[config.mk]
export PLATFORM = sky130hd
export DESIGN_NAME = id_branch_predictor_flat
export DESIGN_NICKNAME = d
export VERILOG_FILES = /design/src/rtl/branch_pkg.sv /design/src/rtl/id_branch_predictor_if.sv /design/src/rtl/btb_store.sv /design/src/rtl/id_branch_predictor.sv /design/src/flat_wrapper.sv
export SDC_FILE = /design/constraint.sdc
export NUM_CORES = 2
export LEC_CHECK = 0
export CAP_MARGIN = 20
export CORE_MARGIN = 3
export CORE_UTILIZATION = 45
export DETAILED_ROUTE_END_ITERATION = 16
export REMOVE_ABC_BUFFERS = 1
export SLEW_MARGIN = 10
export SYNTH_ARGS = -nofsm -noshare
export SYNTH_HDL_FRONTEND = slang
export SYNTH_SLANG_ARGS = --single-unit
[constraint.sdc]
create_clock -name clk -period 17.68 [get_ports clk]
set_input_delay 4.42 -clock clk [delete_from_list [all_inputs] [get_ports clk]]
set_output_delay 4.42 -clock clk [all_outputs]
set_load 0.1 [all_outputs]
[src/rtl/branch_pkg.sv]
// Shared encodings, BTB entry layout and counter helpers
// for the ID-stage branch predictor.
package branch_pkg;

    localparam logic [1:0] PCSRC_SEQ = 2'b00;
    localparam logic [1:0] PCSRC_BR  = 2'b01;
    localparam logic [1:0] PCSRC_J   = 2'b10;
    localparam logic [1:0] PCSRC_JR  = 2'b11;

    localparam logic [2:0] BT_BNE  = 3'b001;
    localparam logic [2:0] BT_BEQ  = 3'b010;
    localparam logic [2:0] BT_BLEZ = 3'b011;
    localparam logic [2:0] BT_BGTZ = 3'b100;
    localparam logic [2:0] BT_BLTZ = 3'b101;
    localparam logic [2:0] BT_BGEZ = 3'b110;

    // Tag field sized for the smallest legal BTB; unused high bits stay 0.
    localparam int TAG_MAX_W = 30;

    localparam logic [1:0] CTR_WEAK_T   = 2'b10;
    localparam logic [1:0] CTR_STRONG_T = 2'b11;

    typedef struct packed {
        logic                 valid;
        logic [TAG_MAX_W-1:0] tag;
        logic [31:0]          target;
        logic [1:0]           ctr;
    } btb_entry_t;

    typedef enum logic [1:0] {
        WR_TRAIN_T  = 2'b00,
        WR_TRAIN_NT = 2'b01,
        WR_JUMP     = 2'b10
    } wr_op_e;

    function automatic logic [1:0] ctr_sat(
        input logic [1:0] c,
        input logic       up
    );
        if (up) begin
            return (c == 2'b11) ? c : c + 2'b01;
        end
        return (c == 2'b00) ? c : c - 2'b01;
    endfunction

endpackage

[src/rtl/id_branch_predictor_if.sv]
// Fetch lookup, ID resolution and statistics signals
// between the pipeline and the branch predictor.
interface id_branch_predictor_if #(
    parameter int DATA_W = 32,
    parameter int CNT_W  = 16
);
    logic [31:0]       if_pc;
    logic              if_pred_taken;
    logic [31:0]       if_pred_target;
    logic              id_valid;
    logic              id_stall;
    logic [31:0]       id_pc;
    logic              id_pred_taken;
    logic [31:0]       id_pred_target;
    logic [1:0]        pcsrc;
    logic [2:0]        branchtype;
    logic [DATA_W-1:0] readdata1;
    logic [DATA_W-1:0] readdata2;
    logic [31:0]       imm;
    logic              redirect;
    logic [31:0]       redirect_pc;
    logic [CNT_W-1:0]  stat_branches;
    logic [CNT_W-1:0]  stat_mispredicts;

    modport master (
        output if_pc, id_valid, id_stall, id_pc,
        output id_pred_taken, id_pred_target,
        output pcsrc, branchtype,
        output readdata1, readdata2, imm,
        input  if_pred_taken, if_pred_target,
        input  redirect, redirect_pc,
        input  stat_branches, stat_mispredicts
    );

    modport slave (
        input  if_pc, id_valid, id_stall, id_pc,
        input  id_pred_taken, id_pred_target,
        input  pcsrc, branchtype,
        input  readdata1, readdata2, imm,
        output if_pred_taken, if_pred_target,
        output redirect, redirect_pc,
        output stat_branches, stat_mispredicts
    );
endinterface

[src/rtl/btb_store.sv]
// Direct-mapped BTB storage: one combinational read port and
// one read-modify-write port that applies the training rules.
module btb_store
    import branch_pkg::*;
#(
    parameter int DEPTH = 64,
    parameter int IDX_W = $clog2(DEPTH)
) (
    input  logic                 clk,
    input  logic                 rst_n,
    input  logic [IDX_W-1:0]     rd_idx,
    output btb_entry_t           rd_entry,
    input  logic                 wr_en,
    input  wr_op_e               wr_op,
    input  logic [IDX_W-1:0]     wr_idx,
    input  logic [TAG_MAX_W-1:0] wr_tag,
    input  logic [31:0]          wr_target
);

    logic [DEPTH-1:0]     valid_q;
    logic [1:0]           ctr_q    [DEPTH];
    logic [TAG_MAX_W-1:0] tag_q    [DEPTH];
    logic [31:0]          target_q [DEPTH];

    btb_entry_t cur;
    btb_entry_t entry_d;
    logic       upd_d;
    logic       hit;

    always_comb begin
        rd_entry.valid  = valid_q[rd_idx];
        rd_entry.tag    = tag_q[rd_idx];
        rd_entry.target = target_q[rd_idx];
        rd_entry.ctr    = ctr_q[rd_idx];
    end

    always_comb begin
        cur.valid  = valid_q[wr_idx];
        cur.tag    = tag_q[wr_idx];
        cur.target = target_q[wr_idx];
        cur.ctr    = ctr_q[wr_idx];
        hit        = cur.valid && (cur.tag == wr_tag);
        entry_d    = cur;
        upd_d      = 1'b0;
        if (wr_en) begin
            unique case (wr_op)
                WR_JUMP: begin
                    upd_d   = 1'b1;
                    entry_d = '{1'b1, wr_tag, wr_target, CTR_STRONG_T};
                end
                WR_TRAIN_T: begin
                    upd_d = 1'b1;
                    if (hit) begin
                        entry_d.ctr    = ctr_sat(cur.ctr, 1'b1);
                        entry_d.target = wr_target;
                    end else begin
                        entry_d = '{1'b1, wr_tag, wr_target, CTR_WEAK_T};
                    end
                end
                WR_TRAIN_NT: begin
                    // A not-taken miss never allocates.
                    if (hit) begin
                        upd_d       = 1'b1;
                        entry_d.ctr = ctr_sat(cur.ctr, 1'b0);
                    end
                end
                default: begin
                    upd_d = 1'b0;
                end
            endcase
        end
    end

    always_ff @(posedge clk or negedge rst_n) begin
        if (!rst_n) begin
            valid_q <= '0;
            for (int i = 0; i < DEPTH; i++) begin
                ctr_q[i] <= 2'b00;
            end
        end else if (upd_d) begin
            valid_q[wr_idx] <= entry_d.valid;
            ctr_q[wr_idx]   <= entry_d.ctr;
        end
    end

    // Payload is qualified by valid, so it needs no reset.
    always_ff @(posedge clk) begin
        if (upd_d) begin
            tag_q[wr_idx]    <= entry_d.tag;
            target_q[wr_idx] <= entry_d.target;
        end
    end

endmodule

[src/rtl/id_branch_predictor.sv]
// IF-stage BTB prediction plus ID-stage branch/jump resolution,
// mispredict redirect, BTB training and saturating statistics.
module id_branch_predictor
    import branch_pkg::*;
#(
    parameter int DATA_W    = 32,
    parameter int BTB_DEPTH = 64,
    parameter int IDX_W     = $clog2(BTB_DEPTH),
    parameter int CNT_W     = 16
) (
    input logic                 clk,
    input logic                 rst,
    id_branch_predictor_if.slave bus
);

    function automatic logic [TAG_MAX_W-1:0] tag_of(input logic [31:0] pc);
        logic [31:0] sh;
        sh = pc >> (IDX_W + 2);
        return sh[TAG_MAX_W-1:0];
    endfunction

    btb_entry_t        rd_entry;
    logic [IDX_W-1:0]  if_idx;
    logic [IDX_W-1:0]  id_idx;
    logic              pred_hit;

    logic              resolve;
    logic              br_cond;
    logic              taken;
    logic [31:0]       target;
    logic              mispredict;
    logic              wr_en;
    wr_op_e            wr_op;

    logic signed [DATA_W-1:0] rs1;

    logic [CNT_W-1:0]  stat_br_q;
    logic [CNT_W-1:0]  stat_br_d;
    logic [CNT_W-1:0]  stat_mis_q;
    logic [CNT_W-1:0]  stat_mis_d;

    assign if_idx = bus.if_pc[IDX_W+1:2];
    assign id_idx = bus.id_pc[IDX_W+1:2];
    assign rs1    = $signed(bus.readdata1);

    btb_store #(
        .DEPTH (BTB_DEPTH),
        .IDX_W (IDX_W)
    ) u_btb (
        .clk       (clk),
        .rst_n     (rst),
        .rd_idx    (if_idx),
        .rd_entry  (rd_entry),
        .wr_en     (wr_en),
        .wr_op     (wr_op),
        .wr_idx    (id_idx),
        .wr_tag    (tag_of(bus.id_pc)),
        .wr_target (target)
    );

    always_comb begin
        pred_hit = rst && rd_entry.valid
                 && (rd_entry.tag == tag_of(bus.if_pc))
                 && rd_entry.ctr[1];
        bus.if_pred_taken  = pred_hit;
        bus.if_pred_target = pred_hit ? rd_entry.target : 32'd0;
    end

    always_comb begin
        br_cond = 1'b0;
        unique case (1'b1)
            (bus.branchtype == BT_BNE):  br_cond = bus.readdata1 != bus.readdata2;
            (bus.branchtype == BT_BEQ):  br_cond = bus.readdata1 == bus.readdata2;
            (bus.branchtype == BT_BLEZ): br_cond = rs1 <= 0;
            (bus.branchtype == BT_BGTZ): br_cond = rs1 > 0;
            (bus.branchtype == BT_BLTZ): br_cond = rs1 < 0;
            (bus.branchtype == BT_BGEZ): br_cond = rs1 >= 0;
            default:                     br_cond = 1'b0;
        endcase
    end

    always_comb begin
        resolve = rst && bus.id_valid && !bus.id_stall
                && (bus.pcsrc != PCSRC_SEQ);
        taken   = 1'b0;
        target  = bus.imm;
        unique case (bus.pcsrc)
            PCSRC_BR: taken = br_cond;
            PCSRC_J:  taken = 1'b1;
            PCSRC_JR: begin
                taken  = 1'b1;
                target = 32'(bus.readdata1);
            end
            default:  taken = 1'b0;
        endcase
        mispredict = (taken != bus.id_pred_taken)
                   || (taken && (target != bus.id_pred_target));
        bus.redirect    = resolve && mispredict;
        bus.redirect_pc = 32'd0;
        if (resolve) begin
            bus.redirect_pc = taken ? target : bus.id_pc + 32'd4;
        end
    end

    // jr targets are data dependent, so they never enter the BTB.
    always_comb begin
        wr_en = resolve && (bus.pcsrc != PCSRC_JR);
        wr_op = WR_TRAIN_NT;
        if (bus.pcsrc == PCSRC_J) begin
            wr_op = WR_JUMP;
        end else if (taken) begin
            wr_op = WR_TRAIN_T;
        end
    end

    always_comb begin
        stat_br_d  = stat_br_q;
        stat_mis_d = stat_mis_q;
        if (resolve && (stat_br_q != '1)) begin
            stat_br_d = stat_br_q + CNT_W'(1);
        end
        if (bus.redirect && (stat_mis_q != '1)) begin
            stat_mis_d = stat_mis_q + CNT_W'(1);
        end
    end

    always_ff @(posedge clk or negedge rst) begin
        if (!rst) begin
            stat_br_q  <= '0;
            stat_mis_q <= '0;
        end else begin
            stat_br_q  <= stat_br_d;
            stat_mis_q <= stat_mis_d;
        end
    end

    assign bus.stat_branches    = stat_br_q;
    assign bus.stat_mispredicts = stat_mis_q;

endmodule

[src/flat_wrapper.sv]
// flat-port wrapper written by rule: the top's interface ports become plain ports
module id_branch_predictor_flat import branch_pkg::*;
#(
    parameter int DATA_W    = 32,
    parameter int BTB_DEPTH = 64,
    parameter int IDX_W     = $clog2(BTB_DEPTH),
    parameter int CNT_W     = 16
)
  (clk, rst, bus_if_pc, bus_id_valid, bus_id_stall, bus_id_pc, bus_id_pred_taken, bus_id_pred_target, bus_pcsrc, bus_branchtype, bus_readdata1, bus_readdata2, bus_imm, bus_if_pred_taken, bus_if_pred_target, bus_redirect, bus_redirect_pc, bus_stat_branches, bus_stat_mispredicts);
  id_branch_predictor_if #(.DATA_W(DATA_W), .CNT_W(CNT_W)) bus_i ();
  input logic clk;
  input logic rst;
  input wire logic [$bits(bus_i.if_pc)-1:0] bus_if_pc;
  input wire logic [$bits(bus_i.id_valid)-1:0] bus_id_valid;
  input wire logic [$bits(bus_i.id_stall)-1:0] bus_id_stall;
  input wire logic [$bits(bus_i.id_pc)-1:0] bus_id_pc;
  input wire logic [$bits(bus_i.id_pred_taken)-1:0] bus_id_pred_taken;
  input wire logic [$bits(bus_i.id_pred_target)-1:0] bus_id_pred_target;
  input wire logic [$bits(bus_i.pcsrc)-1:0] bus_pcsrc;
  input wire logic [$bits(bus_i.branchtype)-1:0] bus_branchtype;
  input wire logic [$bits(bus_i.readdata1)-1:0] bus_readdata1;
  input wire logic [$bits(bus_i.readdata2)-1:0] bus_readdata2;
  input wire logic [$bits(bus_i.imm)-1:0] bus_imm;
  output wire logic [$bits(bus_i.if_pred_taken)-1:0] bus_if_pred_taken;
  output wire logic [$bits(bus_i.if_pred_target)-1:0] bus_if_pred_target;
  output wire logic [$bits(bus_i.redirect)-1:0] bus_redirect;
  output wire logic [$bits(bus_i.redirect_pc)-1:0] bus_redirect_pc;
  output wire logic [$bits(bus_i.stat_branches)-1:0] bus_stat_branches;
  output wire logic [$bits(bus_i.stat_mispredicts)-1:0] bus_stat_mispredicts;
  assign bus_i.if_pc = bus_if_pc;
  assign bus_i.id_valid = bus_id_valid;
  assign bus_i.id_stall = bus_id_stall;
  assign bus_i.id_pc = bus_id_pc;
  assign bus_i.id_pred_taken = bus_id_pred_taken;
  assign bus_i.id_pred_target = bus_id_pred_target;
  assign bus_i.pcsrc = bus_pcsrc;
  assign bus_i.branchtype = bus_branchtype;
  assign bus_i.readdata1 = bus_readdata1;
  assign bus_i.readdata2 = bus_readdata2;
  assign bus_i.imm = bus_imm;
  assign bus_if_pred_taken = bus_i.if_pred_taken;
  assign bus_if_pred_target = bus_i.if_pred_target;
  assign bus_redirect = bus_i.redirect;
  assign bus_redirect_pc = bus_i.redirect_pc;
  assign bus_stat_branches = bus_i.stat_branches;
  assign bus_stat_mispredicts = bus_i.stat_mispredicts;
  id_branch_predictor #(.DATA_W(DATA_W), .BTB_DEPTH(BTB_DEPTH), .IDX_W(IDX_W), .CNT_W(CNT_W)) u_core (.clk(clk), .rst(rst), .bus(bus_i));
endmodule
Word level (Yosys, flattened, before mapping)
Memories as Yosys holds them, arrays and structs flattened.
Cells that the tools add are included.
- register bits after elaboration: 224
- bits in writable memories: 3968
- input port bits: 202
- output and inout port bits: 98
- memories: 2
- memories (name ; words ; width ; read ports ; clocked after memory_dff ; wr ports ; line ; text):
    u_core.u_btb.target_q ; 64 ; 32 ; 1 ; 0 ; 1 ; btb_store.sv:23 ; logic [31:0] target_q [DEPTH];
    u_core.u_btb.tag_q ; 64 ; 30 ; 2 ; 0 ; 1 ; btb_store.sv:22 ; logic [TAG_MAX_W-1:0] tag_q [DEPTH];
- add/sub/neg operators: 5
- order comparisons: 10
- equality and inequality tests: 23
- multiplexer cells: 41
- bitwise logic cells: 2
- reduce and logical (&&, ||, !) cells: 22
- operator list (cell ; count):
    $bwmux 128 ; 1
    $mux 32 ; 4
    $pmux 63 s2 ; 1
    $mux 65 ; 1
    $bwmux 64 ; 1
    $ne 32x32->1 ; 2
    $eq 30x24->1 ; 2
    $add 16x1->16 const B ; 2
    $add 32x3->32 const B ; 1
    $eq 32x32->1 ; 1
    $ge 32x1->1 const B ; 1
    $gt 32x1->1 const B ; 1
    $le 32x1->1 const B ; 1
    $lt 32x1->1 const B ; 1
    $ne 16x16->1 const B ; 2
    $mux 31 ; 1
    $bmux 2 s6 ; 2
    $mux 2 ; 11
    $ge 7x7->1 const B ; 2
    $logic_and 1x1->1 ; 14
    $lt 6x7->1 const B ; 2
    $not 6->7 ; 2
    $bmux 1 s6 ; 2
    $demux 2 s6 ; 1
    other kinds (24) ; 44

Longest topological paths before layout
- depth after elaboration: 13
- depth in mapped cells: 20

Cells and area by module
Synthesis repeated with hierarchy kept, for this count alone.
- cells, all modules: 8944
- area total of the unflattened synthesis: 181776.8 um^2
- by module, submodules not included (module ; times used ; cells each ; area each (um^2) ; sequential area each (um^2)):
    btb_store ; 1 ; 8364 ; 177368.9 ; 123958.9
    id_branch_predictor ; 1 ; 580 ; 4408.0 ; 800.8

Least setup slack after synthesis
No wires, ideal clock.
- path kind: input to output
- start: in bus_if_pc[2]
- end: out bus_if_pred_target[13]
- data arrival time: 9.884 ns
- required time: 13.260 ns
- slack: 3.376 ns
- cell stages on the path: 12
- buffers on the path: 4
- path through: buf_2 buf_2 buf_1 mux4_2 mux4_2 mux4_2 xnor2_1 nand4_1 a211oi_1 nand4_1 buf_2 a211oi_1
- longest elaborated chain between the ends: 6
- elaborated cells between the ends (all ways): 13
- ends and longest elaborated chain (element ; line ; text):
    start: declaration ; flat_wrapper.sv:13 ; input wire logic [$bits(bus_i.if_pc)-1:0] bus_if_pc;
    branches (longest 5 deep; another with $mem_v2 64x30) ; - ;
    $mux 32 * ; id_branch_predictor.sv:66 ; bus.if_pred_target = pred_hit ? rd_entry.target : 32'd0;
    end: declaration ; flat_wrapper.sv:25 ; output wire logic [$bits(bus_i.if_pred_target)-1:0] bus_if_pred_target;
Mark *: on every way between the ends. The select of a mux whose other input is x is not followed.

Worst setup path after layout
- start: in bus_if_pc[3]
- end: out bus_if_pred_target[23]
Same word-level chain as after synthesis.

==> impl_results.md <==
- Antenna-violating nets left: 0
- CTS Buffer Depth: 4
- Sequential share of the synthesized area: 69.45%
- Final Routed Wirelength: around 640 mm
- Mean area per synthesized cell: 19.31 sq um
- Die W: about 640 um
- Psw: 4.960 mW
- Buffers on Ports: 297
- Synth Register Bits: roughly 4200
- Combinational power share: 7.5%
- Internal power: 16.59 mW
- First-pass GRT wire length: 863.1 mm
- Setup Buffers After CTS: 0
- Worst Hold End: u_core.u_btb.valid_q[12]$_DFFE_PN0P_
- CTS tree: done
- Initial antenna violation count: 43
- Die area: 406800 sq um
- DR WL/cell: 41.46 um
- Critical R2R Launch: u_core.u_btb.tag_q[42][25]$_DFFE_PP_
- P_leak: 60.47 nW
- Hold path start: u_core.u_btb.valid_q[12]$_DFFE_PN0P_
- Die H: about 640 um
- Worst r2r path cells: 14
- Ys async rst share: roughly 5.3%
- Crit end category: output port
- Reg power frac: 51.1%
- Slew Viols, Final: 0
- Min Clock Period, post-route: 15.04 ns
- Sink Count: 4192
- Hold Vio Cnt, Final: 0
- Setup violators final: 0
- Status: finished, final reports clean
- Estimated wirelength of the detail-placed design: 354.1 mm
- CTS root buffer: clkbuf_16
- Highest achievable clock rate: 66.49 MHz
- RR Endpoint: u_core.u_btb.tag_q[18][9]$_DFFE_PP_
- Relative slew margins: 14.51%
- Setup TNS: 0 ns
- # IOs: 300
- Multi-input gate area: 52400 sq um
- Pin count of the biggest net entering global routing: 162
- Total track usage: a little under a third
- Yosys cell types: 87
- Final period utilization: a little under nine tenths
- Fillcell total: around 31000
- Number of synthesized flops with an enable pin: 3968
- Initial DRC count: 17480
- Post-CTS sizing: 0
- CTS Hold Bufs: 0
- Max-Cap Viols: 0
- DRT Pass-1 Iters: 7
- Primary FF master, synth: edfxtp_1
- Sw Share: 23.02%
- PD cells: 105.6 nW/um^2
- Worst hold stages: 1
- DRC violations left: 0
- Total grt overflow: 0
- H-tree levels: 5
- Kind of start point of the critical path: input port
- Reg clk slew, reported paths: 0.06 ns
- Min-Delay Path Class: reg -> reg
- WS Path Type: in -> out
- Setup Skew: a little under 0.1 ns
- RSZ-0062 raised after global routing: no
- Critical Path AT: roughly 11 ns
- Worst-Margin Slew: 1.282 ns
- Vias in the first global route: between 100k and 150k
- Reg2Reg Setup Slack: about 9.9 ns
- Placer congestion estimate: about 0.94
- Row Count: 231
- Syn Inst Count: just over 9000
- Vias per inst: slightly below 7
- TritonCTS Buffers: roughly 430
- Starting Density: 45.27%
- Total power: 21.55 mW
- Post-Syn Area: about 180000 sq um
- Max Fanout on Critical Path: 127
- Share of layout cells above drive strength 1: 27.29%
- Core ar.: about 400000 sq um
- Insertion delay to the later sink of the worst-skew pair: 1.07 ns
- Total number of vias: about 110k
- Area Overhead vs Synth: 13.60%
- Nets@finish: about 10000
- Seq. cell area: ~120000 sq um
- IR drop worst, VDD: between 0.09 and 0.1 mV
- Worst EP required: 13.26 ns
- Clock Power Share: 41.3%
- Yosys warns: 0
## Yosys cell counts, types with 16 or more instances
master     instances  area (sq um)
a211oi_1          58         435.4
a21oi_1          104         520.5
a221o_1           24         240.2
a221oi_1         159          1393
a22o_1            40         350.3
a22oi_1          185          1389
a311oi_1          28         245.2
a31oi_1          133         832.1
and3_1            36         225.2
buf_1             83         311.6
buf_2            179         895.9
buf_4             57         427.9
buf_6             37         416.7
clkbuf_1         318          1194
dfrtp_1          224          5605
edfxtp_1        3968        119200
inv_1            116         435.4
mux2_1            21         236.5
mux2_2           177          1993
mux2i_1          452          4524
mux4_2          1294         29140
nand2_1          169         634.4
nand2b_1          80         500.5
nand3_1          137         685.7
nand4_1           49         306.5
nor2_1           276          1036
nor2b_1           49         306.5
nor3_1            48         240.2
nor4_1            95         594.3
o211ai_1          17         127.6
o21ai_0           96         480.5
o221ai_1          16         140.1
o22a_1            19         166.4
o22ai_1          157         982.2
o2bb2ai_1         17         148.9
or4_1             26         195.2
xnor2_1           93         814.5
xor2_1            74         648.1
## cells in the final DEF (no fill, tap or decap), types with 96 or more instances in the layout
master           instances
mux2i_1                433
mux2_2                 177
dfrtp_1                224
mux4_2                1294
nand3_1                136
nand2_1                166
a22oi_1                185
a31oi_1                132
clkbuf_16              434
edfxtp_1              3968
a21oi_1                104
o22ai_1                157
o21ai_0                 96
nor2_1                 186
clkdlybuf4s50_1        252
clkbuf_1                96
a221oi_1               159
buf_4                  387
## how the worst max path moves through the flow
stage	from	to	slack, ns	cells after the start
after CTS	bus_if_pc[3]	bus_if_pred_target[23]	2.73	13
after floorplan	bus_id_pc[3]	u_core.u_btb.ctr_q[2]$_DFFE_PN0P_	2.15	11
final	bus_if_pc[3]	bus_if_pred_target[23]	2.64	13
after global placement	bus_if_pc[3]	bus_if_pred_target[23]	2.78	13
after global routing	bus_if_pc[2]	bus_if_pred_target[23]	2.78	15
after detailed placement	bus_if_pc[3]	bus_if_pred_target[23]	2.74	13
## routing by layer
metal	vias up	routed length, um	global-route usage [%]
met1	56330	230600	40.67
met2	7910	293700	47.33
met5	-	65	0
met3	1703	69680	6.699
met4	10	42710	17.80
li1	40280	-	-
## stage by stage
stage / utilization (%) / hold WS, ns / worst slack, ns / cells / area (sq um)
2_1_floorplan: - / 0.4462 / 2.152 / 8630 / 176400
3_3_place_gp: 47.95 / 0.4676 / 2.778 / 14550 / 190300
3_5_place_dp: 47.96 / 0.4750 / 2.745 / 14550 / 190300
4_1_cts: 51.36 / 0.4931 / 2.726 / 15310 / 203800
5_1_grt: 51.41 / 0.5076 / 2.778 / 15330 / 204000
6_report: 51.43 / 0.4898 / 2.641 / 15360 / 204100
## critical path, stage by stage
cell      delay, ns
buf_8          0.39
buf_12         0.65
mux4_2         0.43
mux4_2         0.52
mux4_2         0.48
xnor2_1        0.62
nand4_1        0.43
a211oi_1       0.37
nand4_1        0.18
buf_4          0.24
buf_4          0.30
a211oi_1       0.63
buf_4          0.42
## power groups by stage
stage               Combinational [mW]  Sequential, mW  Clock [mW]
finish                            1.62            11.0        8.91
global route                      1.67            11.0        9.39
CTS                               1.59            11.0        8.98
floorplan                        0.660            11.3           0
global placement                  1.56            11.2           0
detailed placement                1.59            11.2           0
## area by class of cell
type,instances,area share (%)
flip-flops and latches,4192,61.13
multi-input cells,4322,25.68
clock buffers,537,5.545
well taps,5242,3.214
repair buffers,689,3.108
clock inverters,227,1.072
inverters,116,0.2170
diodes,32,0.03924
## kinds of logic after synthesis
kind of cell               Yosys count  synth area share (%)
xor gates and xnor gates           167                0.8142
and+or+nand+nor                   1051                 3.042
buffers and inverters              790                 2.049
adders and majority gates            3               0.02090
muxes                             1944                 19.98
DFF                               4192                 69.45
AOI/OAI and AO/OA                 1157                 4.647
## state kept, by name, indices dropped and copies added, names as in the netlist
name                         flops
u_core.u_btb.tag_q            1920
u_core.u_btb.target_q         2048
u_core.bus.stat_mispredicts     16
u_core.bus.stat_branches        16
u_core.u_btb.ctr_q             128
u_core.u_btb.valid_q            64
Note: power is estimated with default switching activity, not from simulation.
